===== config.mk =====
export PLATFORM = sky130hd
export DESIGN_NAME = wb_data_select_reg
export DESIGN_NICKNAME = d
export VERILOG_FILES = /design/src/rtl/wb_data_select_reg.sv
export SDC_FILE = /design/constraint.sdc
export NUM_CORES = 1
export LEC_CHECK = 0
export CAP_MARGIN = 40
export CORE_ASPECT_RATIO = 0.7
export CORE_MARGIN = 2
export CORE_UTILIZATION = 30
export DETAILED_ROUTE_END_ITERATION = 16
export GPL_TIMING_DRIVEN = 0
export PLACE_DENSITY = 0.59
export SLEW_MARGIN = 5
export SYNTH_ARGS = -nofsm -noshare
export SYNTH_HDL_FRONTEND = slang
export SYNTH_SLANG_ARGS = --single-unit

===== constraint.sdc =====
create_clock -name clk -period 5.1 [get_ports clk]
set_input_delay 1.53 -clock clk [delete_from_list [all_inputs] [get_ports clk]]
set_output_delay 1.53 -clock clk [all_outputs]
set_load 0.1 [all_outputs]

===== src/rtl/wb_data_select_reg.sv =====
// Registered write-back source selector: picks one of NUM_SRC sources, stalls on late
// sources (mult/div HI/LO) until valid or timeout, then issues a one-cycle regfile write.
module wb_data_select_reg #(
  parameter int unsigned       DATA_W    = 32,
  parameter int unsigned       NUM_SRC   = 8,
  parameter int unsigned       SEL_W     = 3,
  parameter int unsigned       ADDR_W    = 5,
  parameter logic [DATA_W-1:0] CONST_VAL = 'hE3,
  parameter int unsigned       WAIT_MAX  = 64
) (
  input  logic                      clk,
  input  logic                      reset,
  input  logic                      wr_req,
  input  logic [SEL_W-1:0]          sel,
  input  logic [ADDR_W-1:0]         dest_addr,
  input  logic [NUM_SRC*DATA_W-1:0] src_data,
  input  logic [NUM_SRC-1:0]        src_valid,
  output logic                      rf_we,
  output logic [ADDR_W-1:0]         rf_addr,
  output logic [DATA_W-1:0]         rf_wdata,
  output logic                      busy,
  output logic                      err_sel,
  output logic                      err_timeout
);

  localparam int unsigned CntW = (WAIT_MAX > 1) ? $clog2(WAIT_MAX) : 1;

  typedef enum logic [1:0] {StIdle, StWrite, StWait} state_e;

  state_e            state_q;
  logic [CntW-1:0]   cnt_q;
  logic [SEL_W-1:0]  sel_q;
  logic [ADDR_W-1:0] addr_q;

  logic              sel_ok;
  logic              req_valid, wait_valid;
  logic [DATA_W-1:0] req_data, wait_data;

  // Slice 0 is replaced by CONST_VAL and is always valid, so its inputs are never read.
  logic unused_src0;
  assign unused_src0 = ^{src_data[DATA_W-1:0], src_valid[0]};

  assign sel_ok = 32'(sel) < NUM_SRC;

  always_comb begin
    req_data   = CONST_VAL;
    req_valid  = 1'b1;
    wait_data  = CONST_VAL;
    wait_valid = 1'b1;
    for (int unsigned i = 1; i < NUM_SRC; i++) begin
      if (sel == SEL_W'(i)) begin
        req_data  = src_data[i*DATA_W +: DATA_W];
        req_valid = src_valid[i];
      end
      if (sel_q == SEL_W'(i)) begin
        wait_data  = src_data[i*DATA_W +: DATA_W];
        wait_valid = src_valid[i];
      end
    end
  end

  always_ff @(posedge clk) begin
    if (reset) begin
      state_q     <= StIdle;
      cnt_q       <= '0;
      sel_q       <= '0;
      addr_q      <= '0;
      rf_we       <= 1'b0;
      rf_addr     <= '0;
      rf_wdata    <= '0;
      busy        <= 1'b0;
      err_sel     <= 1'b0;
      err_timeout <= 1'b0;
    end else begin
      rf_we       <= 1'b0;
      err_sel     <= 1'b0;
      err_timeout <= 1'b0;
      unique case (state_q)
        StIdle, StWrite: begin
          busy    <= 1'b0;
          state_q <= StIdle;
          if (wr_req) begin
            if (!sel_ok) begin
              err_sel <= 1'b1;
            end else if (req_valid) begin
              // $zero still completes and updates the held address/data, just without a write
              rf_we    <= (dest_addr != '0);
              rf_addr  <= dest_addr;
              rf_wdata <= req_data;
              state_q  <= StWrite;
            end else begin
              sel_q   <= sel;
              addr_q  <= dest_addr;
              cnt_q   <= '0;
              busy    <= 1'b1;
              state_q <= StWait;
            end
          end
        end
        StWait: begin
          if (wait_valid) begin
            rf_we    <= (addr_q != '0);
            rf_addr  <= addr_q;
            rf_wdata <= wait_data;
            busy     <= 1'b0;
            state_q  <= StWrite;
          end else if (cnt_q == CntW'(WAIT_MAX - 1)) begin
            err_timeout <= 1'b1;
            busy        <= 1'b0;
            state_q     <= StIdle;
          end else begin
            cnt_q <= cnt_q + 1'b1;
          end
        end
        default: begin
          busy    <= 1'b0;
          state_q <= StIdle;
        end
      endcase
    end
  end

endmodule


==> run metrics, run 1 <==
outcome finished clean; antenna viol nets, final 0; syn nets 1109; GRT overflow 0; gpl congestion slightly above 0.9; Post-synth EDFFs 0; part of the power in combinational logic 0.582; synthesized area roughly 6700 um2; clk buf depth 2; H-tree depth 2; Row Count 45; Max-Cap Viols 0; worst vdd ir 0.000146 V; pin count of the biggest net entering global routing 20; CP endpoint kind flop; Max stage delay cell, worst path clkbuf_1; Clk pwr share 0.180; FMAX ~250 MHz; count leader, synth a21oi_1; drt pass-1 iters 9; hold path depth 2; worst hold path type reg -> reg; DPL Wire Length 27.1 mm; utilization after layout 0.491; switching part of the total 0.424; Critical Path AT 4.24 ns; Reg power frac 0.238; Remaining DRCs 0; Worst-Margin Slew approximately 0.8 ns; dpl ws between 0.8 and 0.9 ns; placed cells about 1400; Cell Int Power 0.00121 W; post-CTS sizing 0; Post-CTS Setup Repair Bufs 0; Post-Syn Instances roughly 830; final worst slack around 1.1 ns; Die Height between 100 and 150 um; vias in the first global route 8477; Die ar. ~24000 um2; clock sink count between 50 and 60; Vias 8755; Tcrit/Tclk final 0.786; Via density slightly above 6; Layout Nets around 1400; worst reg2reg path depth 7; count of pins over their slew limit 0; initial core utilization 0.308; Final Instance Count excl. Fillers 1443; Final min period 4.01 ns; Area Growth Syn to Fin 59.5%; Critical Path RT around 5.3 ns; drt wl/cell 24.9 um; top cells by count, synth a21oi_1 (85), mux2_2 (74), mux2i_1 (73), clkbuf_1 (58), o221ai_1 (57); setup TNS 0 ns; Max stage delay on crit path 0.56 ns; core area 21800 um2; Boundary Pins about 320; Main synth FF type dfxtp_1; Clock Latency Late Sink between 0.3 and 0.4 ns; RSZ-0062 raised after global routing false; clk_skew approximately 0.012 ns; Synth top area share 0.167; CTS Hold Bufs 0; layout cells sized above 1 0.177; syn avg cell area 8.05 um2; number of synthesized register bits 56; Synth cell types 57; port bufs 279; Multi-input gate area 5070 um2; initial antenna violation count 5; YS warnings 0; Final Setup Violations 0; CTS tree done; Synth area leader dfxtp_1; crit path max fanout 10; crit start category input pin; asr flop ratio synth 0; First DRT Iteration DRCs about 1100; P_sw between 0.0008 and 0.0009 W; Global Route Usage Sum 0.293; relative slew slack 0.460; clk slew on worst S/H paths approximately 0.08 ns; CTS buffer count 5; register area 1120 um2; Hold Vio Cnt, Final 0; critical path, cell by cell clkdlybuf4s50_1, clkbuf_1, buf_2, clkbuf_1, a222oi_1, o221ai_1, o221ai_1, a21oi_1; fraction of the yosys area taken by sequential cells 0.167; DRT Wirelength 36.0 mm; Pleak around 3.7 nW; PD cells approximately 200 nW/um2; Root Driver clkbuf_16; top cells by area, synth dfxtp_1 (17%), mux2_2 (12%), mux2i_1 (11%); Crit Path Class in -> reg; Filler Cell Count between 2000 and 2500; first-pass GRT wire length between 50 and 60 mm; DIE WIDTH 183 um
sequential cells by signal (all words and copies together) (netlist names):
| register | flops |
|---|---|
| busy | 1 |
| cnt_q | 6 |
| err_timeout | 1 |
| addr_q | 5 |
| rf_we | 1 |
| state_q | 2 |
| rf_addr | 5 |
| rf_wdata | 32 |
| sel_q | 3 |
per-layer routing:
metal | global-route usage | share of wire
met3 | 0.0680 | 0.11
met2 | 0.466 | 0.44
met1 | 0.405 | 0.44
met4 | 0.0655 | 0.015
met5 | 0 | 0.00081
worst max-delay path: cells and delay by family:
family,cells,cell delay (ns)
AO/OA/AOI/OAI,4,0.80
buffers and inverters,4,1.90
kinds of logic after synthesis:
logic type | synth area share
xor gates and xnor gates | 0.00261
adders and majority gates | 0.00186
muxes | 0.240
AOI/OAI and AO/OA | 0.360
other | 0.000559
DFF | 0.167
and+or+nand+nor | 0.150
buffers and inverters | 0.0776
area by class of cell:
class,instances,share of cell area
clock buffer,5,0.0117
buffer,103,0.0469
multi-input combinational,669,0.474
inverter,5,0.00175
sequential,56,0.105
antenna,1,0.000234
clock inverter,3,0.00257
timing repair buffer,319,0.325
tap,282,0.0330
cells in the final DEF (no fill, tap or decap), types with 31 or more instances in the layout:
cell type | Yosys | routed
nand2_1 | 39 | 39
dfxtp_1 | 56 | 56
buf_8 | 0 | 33
clkdlybuf4s50_1 | 0 | 279
o21ai_0 | 40 | 40
a21oi_1 | 85 | 85
a211oi_1 | 37 | 37
clkbuf_1 | 58 | 58
mux2_2 | 74 | 74
nand3_1 | 31 | 31
o221ai_1 | 57 | 57
mux2i_1 | 73 | 73
path summary, 6_finish.rpt:
check                           startpoint                         to  slack (ns)
setup / recovery                    sel[0]   rf_wdata[3]$_SDFFE_PP0P_        1.09
hold / removal    rf_wdata[3]$_SDFFE_PP0P_   rf_wdata[3]$_SDFFE_PP0P_        0.47
setup reg to reg   state_q[1]$_SDFFE_PP0P_  rf_wdata[14]$_SDFFE_PP0P_        2.28
hold reg to reg   rf_wdata[3]$_SDFFE_PP0P_   rf_wdata[3]$_SDFFE_PP0P_        0.47
power by group through the flow:
stage	logic, W	clock network, W	registers [W]
4_1_cts	0.00121	0.000386	0.000501
3_5_place_dp	0.00121	0	0.000510
3_3_place_gp	0.00108	0	0.000511
6_report	0.00123	0.000378	0.000501
2_1_floorplan	0.000428	0	0.000730
5_1_grt	0.00128	0.000401	0.000505
through the flow:
stage | area [um2] | total power, W | hold slack, ns
final | 10700 | 0.00210 | 0.471
after global routing | 10700 | 0.00219 | 0.485
after detailed placement | 10500 | 0.00172 | 0.461
after CTS | 10700 | 0.00210 | 0.471
after global placement | 9850 | 0.00160 | 0.457
after floorplan | 6710 | 0.00116 | 0.444
(Power assumes the default switching activity.)
==> run 2: changes to the inputs <==
PLACE_DENSITY = 0.61   (was 0.59)
clock period = 3.22 ns   (was 5.1 ns; I/O delays follow)
==> run metrics, run 2 (synthesized netlist as in run 1, its figures left out) <==
outcome finished clean; setup TNS 0 ns; Vias between 8000 and 9000; worst hold path type reg -> reg; DPL Wire Length 27.3 mm; Final Instance Count excl. Fillers 1443; Via density slightly above 6; layout cells sized above 1 0.185; relative slew slack 0.472; Die Height roughly 130 um; clk slew on worst S/H paths 0.09 ns; hold path depth 2; total power 0.00338 W; drt wl/cell about 25 um; clk_skew around 0.0061 ns; Reg power frac 0.234; Area Growth Syn to Fin 60.7%; CTS Hold Bufs 0; Critical Path AT ~3.4 ns; port bufs around 280; Root Driver clkbuf_16; FF-to-FF setup slack around 0.39 ns; DIE WIDTH 183 um; Remaining DRCs 0; pin count of the biggest net entering global routing 20; CTS tree done; crit path max fanout 10; leading cell type in the layout, fill and taps excluded clkdlybuf4s50_1; Layout Nets about 1400; switching part of the total 0.426; Post-CTS Setup Repair Bufs 0; GRT overflow 0; Boundary Pins 316; Hold Vio Cnt, Final 0; Top Registers rf_wdata x32, cnt_q x6; first-pass GRT wire length around 52 mm; Pleak approximately 3.8 nW; max FFs per register 32; initial antenna violation count 2; Critical Path RT around 3.4 ns; RSZ-0062 raised after global routing false; CP endpoint kind flop; worst r2r src state_q[1]$_SDFFE_PP0P_; Row Count 45; Final min period around 3.1 ns; H-tree depth 2; vias in the first global route 8737; First DRT Iteration DRCs between 1000 and 1500; DRT Wirelength between 30 and 40 mm; crit start category input pin; drt pass-1 iters 9; Final Setup Violations 0; utilization after layout 0.495; worst reg2reg path depth 7; Top reg by flops rf_wdata; count of pins over their slew limit 0; Max-Cap Viols 0; Cell Int Power a little under 0.002 W; core area about 22000 um2; part of the power in combinational logic 0.583; Hold Crit Endpoint rf_wdata[2]$_SDFFE_PP0P_; Crit Path Class in -> reg; clock sink count 56; Die ar. 23600 um2; antenna viol nets, final 0; most frequent cells in the layout clkdlybuf4s50_1 (279), a21oi_1 (85), mux2_2 (74), mux2i_1 (73), o221ai_1 (57); clk buf depth 2; PD cells approximately 310 nW/um2; worst r2r dst rf_wdata[17]$_SDFFE_PP0P_; Worst-Margin Slew 0.792 ns; Clk pwr share 0.183; FMAX ~320 MHz; placed cells around 1400; CTS buffer count 5; worst vdd ir 0.000217 V; Global Route Usage Sum 0.292; P_sw between 0.001 and 0.0015 W; Tcrit/Tclk final 0.971; min-delay src rf_wdata[2]$_SDFFE_PP0P_; initial core utilization 0.308; gpl congestion between 0.9 and 1; Clock Latency Late Sink 0.31 ns
[run 2: routing by layer]
layer  track usage  vias to the layer above  part of all wire
met2         0.456                      607              0.42
met4        0.0759                        4             0.019
met5             0                        -           0.00050
li1              -                     3987                 -
met3        0.0641                       61              0.11
met1         0.408                     4268              0.45
[run 2: critical path, cell delays in order]
cell             delay, ns
clkdlybuf4s50_1       0.51
clkbuf_1              0.27
inv_1                 0.23
clkbuf_1              0.55
o22ai_1               0.13
o21ai_0               0.20
a31oi_1               0.16
a311oi_2              0.32
[run 2: worst max path at each step]
stage                 from                        end  slack [ns]  cells after the start
finish              sel[2]   rf_wdata[7]$_SDFFE_PP0P_        0.09                      8
CTS                 sel[0]   rf_wdata[7]$_SDFFE_PP0P_       0.006                      8
floorplan           sel[1]    rf_addr[1]$_SDFFE_PP0P_        0.56                      8
global placement    sel[0]  rf_wdata[17]$_SDFFE_PP0P_       -0.38                      8
global route        sel[0]   rf_wdata[7]$_SDFFE_PP0P_        0.02                      8
detailed placement  sel[0]  rf_wdata[17]$_SDFFE_PP0P_       -0.46                      8
[run 2: repair_timing]
| item | 4_1_cts | 5_1_grt |
|---|---|---|
| pin swaps | 0 | 0 |
| endpoints found under the hold margin | 0 | 0 |
| setup endpoints to repair | 25 | 32 |
| gates resized for setup | 5 | 10 |
[run 2: through the flow]
step	area, um2	setup slack, ns	hold slack [ns]
after floorplan	6710	0.562	0.444
after global placement	9850	-0.382	0.456
after detailed placement	10600	-0.465	0.457
after CTS	10800	0.00622	0.469
after global routing	10800	0.0206	0.490
final	10800	0.0938	0.472
[run 2: cell type report]
class / count / area, um2
multi-input combinational: 669 / 5070
clock buffer: 5 / 125
clock inverter: 3 / 27.5
sequential: 56 / 1120
antenna: 1 / 2.50
fill: 2082 / 11000
tap: 282 / 353
buffer: 103 / 515
inverter: 5 / 18.8
timing repair buffer: 319 / 3540
[run 2: power by group through the flow]
stage               Sequential, W  Clock (W)  Combinational [W]
CTS                      0.000791   0.000628            0.00195
detailed placement       0.000806          0            0.00194
global placement         0.000807          0            0.00172
finish                   0.000791   0.000619            0.00197
floorplan                 0.00116          0           0.000678
global route             0.000797   0.000649            0.00205
